File: src/rtl/alu_pkg.sv
// Shared opcode encoding, widths and result-entry layout for the ALU response pipeline.
package alu_pkg;

  localparam int unsigned OP_W  = 4;
  localparam int unsigned RES_W = 7;

  typedef enum logic [OP_W-1:0] {
    OpAdd  = 4'd0,
    OpSub  = 4'd1,
    OpMul  = 4'd2,
    OpAnd  = 4'd3,
    OpOr   = 4'd4,
    OpXor  = 4'd5,
    OpNand = 4'd6,
    OpNor  = 4'd7,
    OpXnor = 4'd8,
    OpShl  = 4'd9,
    OpShr  = 4'd10,
    OpCmp  = 4'd11
  } alu_op_e;

  typedef struct packed {
    logic [RES_W-1:0] result;
    logic [OP_W-1:0]  op;
    logic             err;
    logic             ovf;
  } alu_entry_t;

endpackage

File: src/rtl/alu_resp_fifo.sv
// Result FIFO; pointers wrap naturally because DEPTH is a power of two.
module alu_resp_fifo
  import alu_pkg::*;
#(
  parameter int unsigned DEPTH = 4
) (
  input  logic                   clk,
  input  logic                   rst_n,
  input  logic                   push,
  input  alu_entry_t             wdata,
  input  logic                   pop,
  output alu_entry_t             rdata,
  output logic [$clog2(DEPTH):0] count
);

  localparam int unsigned AW = $clog2(DEPTH);

  logic [AW-1:0] wr_ptr_q, rd_ptr_q;
  logic [AW:0]   count_q;
  alu_entry_t    mem [DEPTH];
  logic          do_push, do_pop;

  assign do_pop  = pop && (count_q != '0);
  // A pop on the same edge frees the slot, so a full FIFO can still take a push.
  assign do_push = push && ((count_q < (AW+1)'(DEPTH)) || do_pop);

  always_ff @(posedge clk or negedge rst_n) begin
    if (!rst_n) begin
      wr_ptr_q <= '0;
      rd_ptr_q <= '0;
      count_q  <= '0;
    end else begin
      if (do_push) wr_ptr_q <= wr_ptr_q + AW'(1);
      if (do_pop)  rd_ptr_q <= rd_ptr_q + AW'(1);
      if (do_push && !do_pop)      count_q <= count_q + (AW+1)'(1);
      else if (do_pop && !do_push) count_q <= count_q - (AW+1)'(1);
    end
  end

  always_ff @(posedge clk) begin
    if (do_push) mem[wr_ptr_q] <= wdata;
  end

  assign rdata = mem[rd_ptr_q];
  assign count = count_q;

endmodule

File: src/rtl/alu_resp.sv
// Two-stage ALU: capture request, compute on the next edge into a result FIFO.
module alu_resp
  import alu_pkg::*;
#(
  parameter int unsigned DEPTH = 4
) (
  input  logic             clk,
  input  logic             rst_n,
  input  logic             req_valid,
  output logic             req_ready,
  input  logic [3:0]       req_a,
  input  logic [3:0]       req_b,
  input  logic [OP_W-1:0]  req_op,
  output logic             rsp_valid,
  input  logic             rsp_ready,
  output logic [RES_W-1:0] rsp_result,
  output logic [OP_W-1:0]  rsp_op,
  output logic             rsp_err,
  output logic             rsp_ovf,
  output logic [7:0]       err_count
);

  localparam int unsigned CW = $clog2(DEPTH) + 1;

  function automatic alu_entry_t alu_compute(logic [3:0] a, logic [3:0] b, logic [OP_W-1:0] op);
    alu_entry_t e;
    logic [7:0] prod;
    logic [6:0] ea, eb;
    ea       = {3'b000, a};
    eb       = {3'b000, b};
    prod     = {4'h0, a} * {4'h0, b};
    e.result = '0;
    e.op     = op;
    e.err    = 1'b0;
    e.ovf    = 1'b0;
    case (op)
      OpAdd:   e.result = ea + eb;
      OpSub:   e.result = ea - eb;
      OpMul:   begin
        e.result = prod[6:0];
        e.ovf    = prod[7];
      end
      OpAnd:   e.result = {3'b000, a & b};
      OpOr:    e.result = {3'b000, a | b};
      OpXor:   e.result = {3'b000, a ^ b};
      OpNand:  e.result = {3'b000, ~(a & b)};
      OpNor:   e.result = {3'b000, ~(a | b)};
      OpXnor:  e.result = {3'b000, ~(a ^ b)};
      OpShl:   e.result = ea << b[1:0];
      OpShr:   e.result = ea >> b[1:0];
      OpCmp:   e.result = {5'b00000, a > b, a == b};
      default: e.err    = 1'b1;
    endcase
    return e;
  endfunction

  logic            s1_valid_q;
  logic [3:0]      s1_a_q, s1_b_q;
  logic [OP_W-1:0] s1_op_q;
  logic [7:0]      err_count_q;
  logic [CW-1:0]   fifo_count;
  logic [CW:0]     occupancy;
  logic            accept;
  alu_entry_t      s1_entry, head;

  assign occupancy = {1'b0, fifo_count} + {{CW{1'b0}}, s1_valid_q};
  assign req_ready = occupancy < (CW+1)'(DEPTH);
  assign accept    = req_valid && req_ready;
  assign s1_entry  = alu_compute(s1_a_q, s1_b_q, s1_op_q);

  always_ff @(posedge clk or negedge rst_n) begin
    if (!rst_n) begin
      s1_valid_q  <= 1'b0;
      s1_a_q      <= '0;
      s1_b_q      <= '0;
      s1_op_q     <= '0;
      err_count_q <= '0;
    end else begin
      s1_valid_q <= accept;
      if (accept) begin
        s1_a_q  <= req_a;
        s1_b_q  <= req_b;
        s1_op_q <= req_op;
      end
      if (s1_valid_q && s1_entry.err && (err_count_q != 8'hFF)) begin
        err_count_q <= err_count_q + 8'd1;
      end
    end
  end

  alu_resp_fifo #(
    .DEPTH(DEPTH)
  ) u_fifo (
    .clk   (clk),
    .rst_n (rst_n),
    .push  (s1_valid_q),
    .wdata (s1_entry),
    .pop   (rsp_ready),
    .rdata (head),
    .count (fifo_count)
  );

  // Gate the head so outputs read zero when empty (including during reset).
  assign rsp_valid  = fifo_count != '0;
  assign rsp_result = rsp_valid ? head.result : '0;
  assign rsp_op     = rsp_valid ? head.op : '0;
  assign rsp_err    = rsp_valid && head.err;
  assign rsp_ovf    = rsp_valid && head.ovf;
  assign err_count  = err_count_q;

endmodule

File: config.mk
export PLATFORM = sky130hd
export DESIGN_NAME = alu_resp
export DESIGN_NICKNAME = d
export VERILOG_FILES = /design/src/rtl/alu_pkg.sv /design/src/rtl/alu_resp_fifo.sv /design/src/rtl/alu_resp.sv
export SDC_FILE = /design/constraint.sdc
export NUM_CORES = 1
export LEC_CHECK = 0
export ABC_CLOCK_PERIOD_IN_PS = 4200
export BUFFER_PORTS_ARGS = -buffer_cell sky130_fd_sc_hd__buf_2
export CORE_MARGIN = 5
export CORE_UTILIZATION = 45
export CTS_BUF_LIST = sky130_fd_sc_hd__clkbuf_2
export DETAILED_ROUTE_END_ITERATION = 10
export PLACE_DENSITY = 0.73
export SLEW_MARGIN = 20
export SYNTH_ARGS = -nofsm -noshare
export SYNTH_HDL_FRONTEND = slang
export SYNTH_SLANG_ARGS = --single-unit
File: constraint.sdc
create_clock -name clk -period 4.2 [get_ports clk]
set_clock_uncertainty 0.05 [all_clocks]
set_input_delay 0.21 -clock clk [delete_from_list [all_inputs] [get_ports clk]]
set_output_delay 0.21 -clock clk [all_outputs]
set_load 0.01 [all_outputs]
==> Implementation_results.wiki, run 1 <==
{| class="wikitable"
! Metric !! Value
|-
| Result of the run || completed
|-
| Via count of the routed design || 3017
|-
| Leakage power summed over all cells || 2.14 nW
|-
| Cell breakdown of the critical path || nand2_1 > fa_1 > inv_1 > fa_1 > inv_1 > fa_1 > mux2i_1 > nand3b_1 > a21oi_1 > a2111oi_0 > o211ai_1
|-
| Number of design-rule violations left by the first detailed-router iteration || 119
|-
| Final setup vio count || 0
|-
| Average routed wire per standard cell || 16.2 um
|-
| Number of endpoints with negative hold slack in the final report || 0
|-
| Post-detailed-placement cell area || 4890 um^2
|-
| Buffers plus inverters on the worst setup path || 2
|-
| Commonest register cell after synthesis || sky130_fd_sc_hd__edfxtp_1
|-
| Top Family by Delay on Critical Path || adder cells
|-
| Rel. slew slack || 0.383
|-
| Setup Total Neg Slack || 0 ns
|-
| Netlist Area Pre-Place || 4610 um^2
|-
| Synthesized instance count || 374
|-
| Final design instance area without fill || 5180 um^2
|-
| Worst path most repeated cell || sky130_fd_sc_hd__fa_1
|-
| Number of buffers on the longest clock path || 2
|-
| Arrival time at the worst endpoint || 3.91 ns
|-
| Max-capacitance violation count || 0
|-
| Layout net count || 477
|-
| Clock network latency to the later pin of the worst-skew pair || 0.53 ns
|-
| Number of synthesized flops with an enable pin || 52
|-
| Tmin final || 3.72 ns
|-
| Area of the core || 10100 um^2
|-
| Std cell rows || 37
|-
| Total congestion overflow after global routing || 0
|-
| Number of clock sinks || 80
|-
| Post-route DRC || 0
|-
| Dominant cell type by area after synthesis || sky130_fd_sc_hd__edfxtp_1
|-
| Boundary pin count || 39
|-
| Hold Path Class || input port to register
|-
| Post-CTS setup buffer count || 0
|-
| Setup repair after global routing missed its margin || no
|-
| Cell with the largest stage delay on the worst path || sky130_fd_sc_hd__dfrtp_1
|-
| Startpoint type of the worst setup path || register
|-
| Total detailed-routing wirelength || 9100 um
|-
| Commonest non-fill, non-tap cell in the layout || sky130_fd_sc_hd__edfxtp_1
|-
| Met2 Routed Length || 4410 um
|-
| Pin count of the biggest net entering global routing || 29
|-
| Worst Setup Path Type || register to register
|-
| Measured slew at the worst slew-check pin || 0.926 ns
|-
| Count of buffers inserted at the top-level ports || 38
|-
| Worst Hold Path Cells || 3
|-
| Area Overhead vs Synth || 12.3%
|-
| Clock Tree Root || sky130_fd_sc_hd__clkbuf_2
|-
| Maximum vdd drop || 0.000313 V
|-
| Total design power || 3.85 mW
|-
| Share of post-route cells with drive strength above 1 || 0.197
|-
| Fill cell instance count of the final layout || 896
|-
| Initial antenna violation count || 0
|-
| Avg Synthesized Cell Area || 12.3 um^2
|-
| Antenna-violating nets left || 0
|-
| WP depth || 11
|-
| Final period util || 0.886
|-
| Power spent charging and discharging nets || 1.64 mW
|-
| Clk pwr share || 0.129
|-
| Post-Synthesis Net Count || 429
|-
| Vias in the first global route || 3123
|-
| Power per Cell Area || 743 nW/um^2
|-
| Post-CTS clock slew at the launch and capture registers of the worst setup and hold paths || 0.25 ns
|-
| Final weighted congestion in routability-driven placement || 0.935
|-
| Most used cells in the layout excluding fill and tap cells || sky130_fd_sc_hd__edfxtp_1, sky130_fd_sc_hd__buf_2, sky130_fd_sc_hd__nand2_1, sky130_fd_sc_hd__ha_1, sky130_fd_sc_hd__dfrtp_1
|-
| Post-cts sizing count || 0
|-
| Post-route met1 wirelength || 3930 um
|-
| Fraction of registers with async set/reset || 0.350
|-
| Area occupied by multi-input gates || 2160 um^2
|-
| Total routing usage reported by global routing || 0.157
|-
| Highest achievable clock rate || 0.269 GHz
|-
| Area share of the largest cell type after synthesis || 0.339
|-
| Drt first pass iters || 4
|-
| Synth Warn # || 0
|-
| Internal portion of total power || 2.21 mW
|-
| Delay of the slowest cell on the worst path || 0.68 ns
|-
| Number of distinct standard cells referenced by the synthesized netlist || 56
|-
| CP Data Required Time || 4.39 ns
|-
| Wire length on met3 || 567 um
|-
| Number of levels the H-tree was split into || 3
|-
| Sequential share of power || 0.392
|-
| Horiz. Die Dim || 111 um
|-
| Post-detail-place hpwl || 6600 um
|-
| Height of the die || 111 um
|-
| Average via count per standard cell || 5.36
|-
| Maximum net fanout on the critical path || 13
|-
| Combinational share of power || 0.479
|-
| Critical Path End Type || register
|-
| Proportion of synthesized chip area in sequential cells || 0.491
|-
| Util after Layout || 0.511
|-
| Wire length of the first global-routing pass || 15700 um
|-
| Die ar. || 12400 um^2
|-
| Top routing layer used || met4
|-
| Dominant cells by area after synthesis || sky130_fd_sc_hd__edfxtp_1, sky130_fd_sc_hd__dfrtp_1, sky130_fd_sc_hd__ha_1
|-
| Number of CTS-inserted buffers || 9
|-
| Max-slew violation count || 0
|-
| Register bit count reported by yosys || 80
|-
| Antenna fix cells || 0
|-
| Starting density of the core || 0.455
|-
| CTS tree || yes
|-
| Depth of the most critical reg-to-reg path || 11
|-
| Register cell area after layout || 2260 um^2
|-
| Switching share of power || 0.426
|}
-- routing by layer --
metal / global-route usage / vias up
met5: 0 / -
met4: 0.0616 / 0
met3: 0.0267 / 15
met2: 0.259 / 84
met1: 0.206 / 1468
li1: - / 1450
-- Yosys cell counts (all sizes together), types with 2 or more instances --
cell type / number
edfxtp: 52
ha: 32
nand2: 32
dfrtp: 28
inv: 27
and2: 20
nor2: 17
o21ai: 17
mux4: 14
buf: 13
a21oi: 10
xor2: 10
xnor2: 9
mux2: 8
fa: 7
nand2b: 6
nand4: 6
a21o: 4
a31oi: 4
nand3: 4
clkbuf: 3
mux2i: 3
nand3b: 3
nor3: 3
nor4b: 3
o211ai: 3
o221ai: 3
or3: 3
a211o: 2
a211oi: 2
a221oi: 2
a22oi: 2
and3: 2
nor2b: 2
o21bai: 2
o22a: 2
o22ai: 2
or4: 2
-- cells by family (layout without fill, tap and decap cells) --
group / after synthesis / in the layout / synth area share
buffers and inverters: 44 / 97 / 0.0418
AOI/OAI and AO/OA: 61 / 61 / 0.0901
adders and majority gates: 39 / 39 / 0.117
muxes: 25 / 25 / 0.0944
DFF: 80 / 80 / 0.491
and+or+nand+nor: 106 / 106 / 0.130
xor gates and xnor gates: 19 / 19 / 0.0361
-- repair_timing --
item,in CTS,in global routing
setup endpoints to repair,0,0
hold buffers,14,0
endpoints found under the hold margin,42,0
-- per-stage QoR --
step           hold WS, ns  worst slack, ns  cells
2_1_floorplan       -0.136            0.806    374
3_3_place_gp         0.211            0.675    533
3_5_place_dp         0.220            0.584    533
4_1_cts             0.0330            0.547    563
5_1_grt             0.0560            0.165    563
6_report            0.0591            0.480    563
-- worst paths after layout --
path / end / startpoint / slack [ns]
worst max-delay path: u_fifo.mem[3][9] / s1_b_q[1] / 0.48
worst min-delay path: s1_op_q[0] / req_valid / 0.06
worst max register to register: u_fifo.mem[3][9] / s1_b_q[1] / 0.48
worst min register to register: err_count[5] / err_count[5] / 0.46
max in group asynchronous: s1_a_q[1] / rst_n / 3.55
min in group asynchronous: u_fifo.count[0] / rst_n / 0.13
-- tightest hold or removal path: stages --
cell,delay (ns)
sky130_fd_sc_hd__buf_2,0.09
sky130_fd_sc_hd__nand2_1,0.15
sky130_fd_sc_hd__mux2_2,0.18
-- power by group through the flow --
stage          combinational (mW)  sequential [mW]  clock [mW]
3_3_place_gp                 1.81             1.51           0
3_5_place_dp                 1.83             1.53           0
6_report                     1.84             1.51       0.496
5_1_grt                      2.08             1.56       0.538
2_1_floorplan                1.52             1.32           0
4_1_cts                      1.86             1.51       0.506
-- sequential cells by signal (all words and copies together), names as in the netlist --
name             flops
s1_b_q               4
u_fifo.wr_ptr_q      2
u_fifo.rd_ptr_q      2
u_fifo.count         3
s1_op_q              4
u_fifo.mem          52
s1_valid_q           1
s1_a_q               4
err_count            8
-- final cells by class --
| type | instances | share of cell area |
|---|---|---|
| inverter | 28 | 0.0203 |
| timing repair buffer | 53 | 0.0652 |
| clock inverter | 7 | 0.0198 |
| tap | 136 | 0.0329 |
| multi-input combinational | 250 | 0.416 |
| clock buffer | 9 | 0.00870 |
| sequential | 80 | 0.437 |
No activity file was read; power rests on OpenSTA's default activity.
==> run 2, diff against run 1 <==
--- a/config.mk
+++ b/config.mk
@@ -7,11 +7,10 @@
 export LEC_CHECK = 0
 export ABC_CLOCK_PERIOD_IN_PS = 4200
 export BUFFER_PORTS_ARGS = -buffer_cell sky130_fd_sc_hd__buf_2
-export CORE_MARGIN = 5
-export CORE_UTILIZATION = 45
+export CORE_UTILIZATION = 30
 export CTS_BUF_LIST = sky130_fd_sc_hd__clkbuf_2
 export DETAILED_ROUTE_END_ITERATION = 10
-export PLACE_DENSITY = 0.73
+export PLACE_DENSITY = 0.56
 export SLEW_MARGIN = 20
 export SYNTH_ARGS = -nofsm -noshare
 export SYNTH_HDL_FRONTEND = slang
==> Implementation_results.wiki, run 2 (same netlist as run 1, synthesis figures left out) <==
{| class="wikitable"
! Metric !! Value
|-
| Post-cts sizing count || 0
|-
| Clock network latency to the later pin of the worst-skew pair || 0.55 ns
|-
| Maximum net fanout on the critical path || 13
|-
| Combinational share of power || 0.477
|-
| Cell with the largest stage delay on the worst path || sky130_fd_sc_hd__dfrtp_1
|-
| Post-route DRC || 0
|-
| Rel. slew slack || 0.376
|-
| Number of endpoints with negative hold slack in the final report || 0
|-
| CP Data Required Time || 4.40 ns
|-
| Worst setup slack after layout || 0.502 ns
|-
| Area of the core || 14800 um^2
|-
| Horiz. Die Dim || 126 um
|-
| Number of CTS-inserted buffers || 9
|-
| Share of post-route cells with drive strength above 1 || 0.195
|-
| Top Family by Delay on Critical Path || adder cells
|-
| Post-CTS setup buffer count || 0
|-
| Layout net count || 477
|-
| Delay of the slowest cell on the worst path || 0.66 ns
|-
| Antenna-violating nets left || 0
|-
| Clk pwr share || 0.138
|-
| Pin count of the biggest net entering global routing || 29
|-
| Hold Path Class || input port to register
|-
| Vias in the first global route || 3124
|-
| Die ar. || 15900 um^2
|-
| Drt first pass iters || 5
|-
| Average routed wire per standard cell || 15.9 um
|-
| Final weighted congestion in routability-driven placement || 0.859
|-
| Std cell rows || 44
|-
| Setup Total Neg Slack || 0 ns
|-
| Worst Setup Path Type || register to register
|-
| Final design instance area without fill || 5250 um^2
|-
| Worst path most repeated cell || sky130_fd_sc_hd__fa_1
|-
| Final setup vio count || 0
|-
| Max-slew violation count || 0
|-
| Max-capacitance violation count || 0
|-
| Critical Path End Type || register
|-
| Max reg flops || 52
|-
| Fill cell instance count of the final layout || 1506
|-
| Setup repair after global routing missed its margin || no
|-
| Area Overhead vs Synth || 13.9%
|-
| Via count of the routed design || 3062
|-
| Wire length of the first global-routing pass || 16000 um
|-
| Starting density of the core || 0.313
|-
| CTS tree || yes
|-
| Largest reg by FF count || u_fifo.mem
|-
| Final period util || 0.880
|-
| Cell breakdown of the critical path || nand2_1 > fa_1 > inv_1 > fa_1 > inv_1 > fa_1 > mux2i_1 > nand3b_1 > a21oi_1 > a2111oi_0 > o211ai_1
|-
| Most used cells in the layout excluding fill and tap cells || sky130_fd_sc_hd__edfxtp_1, sky130_fd_sc_hd__buf_2, sky130_fd_sc_hd__nand2_1, sky130_fd_sc_hd__ha_1, sky130_fd_sc_hd__dfrtp_1
|-
| Highest achievable clock rate || 0.270 GHz
|-
| Result of the run || completed
|-
| Average via count per standard cell || 5.02
|-
| Buffers plus inverters on the worst setup path || 2
|-
| Number of buffers on the longest clock path || 2
|-
| Post-detailed-placement cell area || 4950 um^2
|-
| Internal portion of total power || 2.26 mW
|-
| Place WS || 0.615 ns
|-
| Power spent charging and discharging nets || 1.66 mW
|-
| Count of buffers inserted at the top-level ports || 38
|-
| Power per Cell Area || 747 nW/um^2
|-
| Number of design-rule violations left by the first detailed-router iteration || 245
|-
| Startpoint type of the worst setup path || register
|-
| Clock Tree Root || sky130_fd_sc_hd__clkbuf_2
|-
| Switching share of power || 0.423
|-
| Util after Layout || 0.356
|-
| Measured slew at the worst slew-check pin || 0.935 ns
|-
| Maximum vdd drop || 0.000295 V
|-
| Antenna fix cells || 0
|-
| Post-CTS clock slew at the launch and capture registers of the worst setup and hold paths || 0.25 ns
|-
| Total congestion overflow after global routing || 0
|-
| Total detailed-routing wirelength || 9710 um
|-
| Total design power || 3.92 mW
|-
| Tmin final || 3.70 ns
|-
| Sequential share of power || 0.385
|-
| Total routing usage reported by global routing || 0.129
|-
| Boundary pin count || 39
|-
| Post-detail-place hpwl || 6990 um
|-
| Number of levels the H-tree was split into || 3
|-
| Arrival time at the worst endpoint || 3.90 ns
|-
| Reg-to-reg setup timing slack || 0.50 ns
|-
| Initial antenna violation count || 0
|-
| Number of clock sinks || 80
|-
| Commonest non-fill, non-tap cell in the layout || sky130_fd_sc_hd__edfxtp_1
|-
| Height of the die || 126 um
|-
| Leakage power summed over all cells || 2.16 nW
|}
## run 2: repair_timing
item / 4_1_cts / 5_1_grt
endpoints found under the setup margin: 0 / 0
endpoints found under the hold margin: 42 / 0
hold buffers: 14 / 0
## run 2: area by class of cell
type	instances	area [um^2]	share of cell area
clock inverters	6	116	0.0222
flip-flops and latches	80	2260	0.431
multi-input cells	250	2160	0.410
clock buffers	9	45.0	0.00858
inverters	28	105	0.0200
well taps	184	230	0.0438
repair buffers	53	338	0.0643
## run 2: per-layer routing
metal | part of all wire | global-route usage
met1 | 0.46 | 0.169
met2 | 0.48 | 0.211
met3 | 0.047 | 0.0306
met4 | 0.014 | 0.0376
met5 | 0 | 0
## run 2: final timing paths
path,from,to,cells past startpoint
setup reg to reg,s1_b_q[1],u_fifo.mem[0][9],11
max in group asynchronous,rst_n,s1_op_q[0],2
min in group asynchronous,rst_n,s1_op_q[2],2
hold / removal,req_valid,s1_op_q[1],3
hold reg to reg,err_count[7],err_count[7],1
setup / recovery,s1_b_q[1],u_fifo.mem[0][9],11
## run 2: through the flow
stage               hold slack [ns]  cells
detailed placement            0.236    581
floorplan                    -0.136    374
CTS                          0.0658    610
global placement              0.223    581
global route                 0.0486    610
finish                       0.0809    610
## run 2: power groups by stage
stage | clock network, mW | logic [mW] | registers (mW)
global route | 0.589 | 2.10 | 1.56
global placement | 0 | 1.85 | 1.52
finish | 0.543 | 1.87 | 1.51
detailed placement | 0 | 1.87 | 1.54
CTS | 0.556 | 1.89 | 1.52
floorplan | 0 | 1.52 | 1.32
## run 2: worst reg2reg max path, delay by kind of cell (launching register included)
| kind | cells | cell delay (ns) |
|---|---|---|
| simple gates | 2 | 0.24 |
| compound gates | 3 | 0.71 |
| mux | 1 | 0.07 |
| flops | 1 | 0.66 |
| fa+ha+maj | 3 | 1.56 |
| buf+inv | 2 | 0.12 |
==> run 3, diff against run 2 <==
--- a/config.mk
+++ b/config.mk
@@ -5,12 +5,15 @@
 export SDC_FILE = /design/constraint.sdc
 export NUM_CORES = 1
 export LEC_CHECK = 0
-export ABC_CLOCK_PERIOD_IN_PS = 4200
+export ABC_CLOCK_PERIOD_IN_PS = 4250
 export BUFFER_PORTS_ARGS = -buffer_cell sky130_fd_sc_hd__buf_2
+export CELL_PAD_IN_SITES_DETAIL_PLACEMENT = 1
+export CELL_PAD_IN_SITES_GLOBAL_PLACEMENT = 2
 export CORE_UTILIZATION = 30
 export CTS_BUF_LIST = sky130_fd_sc_hd__clkbuf_2
 export DETAILED_ROUTE_END_ITERATION = 10
-export PLACE_DENSITY = 0.56
+export HOLD_SLACK_MARGIN = 0.15
+export PLACE_DENSITY = 0.71
 export SLEW_MARGIN = 20
 export SYNTH_ARGS = -nofsm -noshare
 export SYNTH_HDL_FRONTEND = slang
==> constraint.sdc (replaced) <==
create_clock -name clk -period 4.25 [get_ports clk]
set_clock_uncertainty 0.05 [all_clocks]
set_input_delay 0.2125 -clock clk [delete_from_list [all_inputs] [get_ports clk]]
set_output_delay 0.2125 -clock clk [all_outputs]
set_load 0.01 [all_outputs]
==> Implementation_results.wiki, run 3 (same netlist as run 1, synthesis figures left out) <==
{| class="wikitable"
! Metric !! Value
|-
| Max reg flops || 52
|-
| Count of buffers inserted at the top-level ports || 38
|-
| Clock network latency to the later pin of the worst-skew pair || 0.55 ns
|-
| Number of CTS-inserted buffers || 9
|-
| Final period util || 0.857
|-
| Cell with the largest stage delay on the worst path || sky130_fd_sc_hd__dfrtp_1
|-
| Delay of the slowest cell on the worst path || 0.67 ns
|-
| Cell breakdown of the critical path || nand2_1 > fa_1 > inv_1 > fa_1 > inv_1 > fa_1 > mux2i_1 > nand3b_1 > a21oi_1 > a2111oi_0 > o211ai_1
|-
| Number of buffers on the longest clock path || 2
|-
| Wire length of the first global-routing pass || 17600 um
|-
| Number of endpoints with negative hold slack in the final report || 0
|-
| Height of the die || 126 um
|-
| Post-cts sizing count || 0
|-
| Boundary pin count || 39
|-
| Average routed wire per standard cell || 17.2 um
|-
| Arrival time at the worst endpoint || 3.87 ns
|-
| Hold Path Class || input port to register
|-
| CTS tree || yes
|-
| Power per Cell Area || 726 nW/um^2
|-
| Vias in the first global route || 3263
|-
| Critical Path End Type || register
|-
| Layout net count || 483
|-
| Average via count per standard cell || 4.92
|-
| Max-slew violation count || 0
|-
| Horiz. Die Dim || 126 um
|-
| Number of clock sinks || 80
|-
| Clock Tree Root || sky130_fd_sc_hd__clkbuf_2
|-
| Total congestion overflow after global routing || 0
|-
| Total routing usage reported by global routing || 0.145
|-
| Tmin final || 3.64 ns
|-
| Post-CTS setup buffer count || 0
|-
| Largest reg by FF count || u_fifo.mem
|-
| Antenna-violating nets left || 0
|-
| Number of cells in the design after placement || 582
|-
| Maximum vdd drop || 0.000315 V
|-
| Number of levels the H-tree was split into || 3
|-
| Antenna fix cells || 0
|-
| Non-filler instance count after layout || 617
|-
| Highest achievable clock rate || 0.274 GHz
|-
| Result of the run || completed
|-
| Fill cell instance count of the final layout || 1638
|-
| Top Family by Delay on Critical Path || adder cells
|-
| Worst path most repeated cell || sky130_fd_sc_hd__fa_1
|-
| Final weighted congestion in routability-driven placement || 0.800
|-
| Initial antenna violation count || 0
|-
| Starting density of the core || 0.313
|-
| Commonest non-fill, non-tap cell in the layout || sky130_fd_sc_hd__edfxtp_1
|-
| Share of post-route cells with drive strength above 1 || 0.199
|-
| Via count of the routed design || 3033
|-
| Die ar. || 15900 um^2
|-
| Maximum net fanout on the critical path || 13
|-
| Area Overhead vs Synth || 14.5%
|-
| Buffers plus inverters on the worst setup path || 2
|-
| Rel. slew slack || 0.345
|-
| Worst hold slack || 0.234 ns
|-
| Final setup vio count || 0
|-
| Measured slew at the worst slew-check pin || 0.982 ns
|-
| Post-CTS clock slew at the launch and capture registers of the worst setup and hold paths || 0.23 ns
|-
| Area of the core || 14800 um^2
|-
| Pin count of the biggest net entering global routing || 27
|-
| Most used cells in the layout excluding fill and tap cells || sky130_fd_sc_hd__edfxtp_1, sky130_fd_sc_hd__buf_2, sky130_fd_sc_hd__nand2_1, sky130_fd_sc_hd__ha_1, sky130_fd_sc_hd__dfrtp_1
|-
| Post-detail-place hpwl || 7710 um
|-
| Std cell rows || 44
|-
| Setup repair after global routing missed its margin || no
|-
| Drt first pass iters || 4
|-
| Total detailed-routing wirelength || 10600 um
|-
| Startpoint type of the worst setup path || register
|-
| Number of design-rule violations left by the first detailed-router iteration || 147
|-
| Leakage power summed over all cells || 2.17 nW
|-
| CP Data Required Time || 4.47 ns
|-
| Setup Total Neg Slack || 0 ns
|-
| Worst Setup Path Type || register to register
|-
| Post-route DRC || 0
|-
| Max-capacitance violation count || 0
|}
[run 3: metrics by stage]
stage / worst slack, ns / utilization / total power [mW] / area, um^2
floorplan: 0.856 / - / 2.80 / 4610
global placement: 0.699 / 0.336 / 3.37 / 4960
detailed placement: 0.629 / 0.336 / 3.42 / 4960
CTS: 0.594 / 0.358 / 3.89 / 5280
global route: 0.387 / 0.358 / 4.16 / 5280
finish: 0.606 / 0.358 / 3.83 / 5280
[run 3: final cells by class]
class / instances / area (um^2) / area share
Timing Repair Buffer: 59 / 405 / 0.0768
Sequential cell: 80 / 2260 / 0.429
Multi-Input combinational cell: 250 / 2160 / 0.408
Clock inverter: 6 / 68.8 / 0.0130
Clock buffer: 10 / 50.0 / 0.00948
Tap cell: 184 / 230 / 0.0436
Inverter: 28 / 105 / 0.0199
[run 3: power by group]
group | internal (mW) | switching, mW
sequential | 1.13 | 0.343
combinational | 0.882 | 1.05
clock | 0.142 | 0.279
total | 2.16 | 1.67
[run 3: metal layers]
layer | vias up | global-route usage | wire length, um
li1 | 1462 | - | -
met5 | - | 0 | 0
met2 | 49 | 0.241 | 5120
met4 | 0 | 0.0425 | 132
met1 | 1510 | 0.190 | 5010
met3 | 12 | 0.0289 | 324
[run 3: path summary, 6_finish.rpt]
path	startpoint	to	slack [ns]	cells after the start
min in group asynchronous	rst_n	u_fifo.wr_ptr_q[0]	0.52	3
worst max register to register	s1_b_q[1]	u_fifo.mem[1][9]	0.61	11
worst max-delay path	s1_b_q[1]	u_fifo.mem[1][9]	0.61	11
max in group asynchronous	rst_n	s1_valid_q	3.30	4
worst min register to register	err_count[5]	err_count[5]	0.46	1
worst min-delay path	req_valid	s1_valid_q	0.23	3
[run 3: worst min-delay path, delay by kind of cell]
family | cells | cell delay, ns
buf+inv | 2 | 0.40
simple gates | 1 | 0.13
[run 3: repair_timing]
action	CTS	global route
setup endpoints to repair	0	0
hold buffers	19	0
hold endpoints to repair	45	0
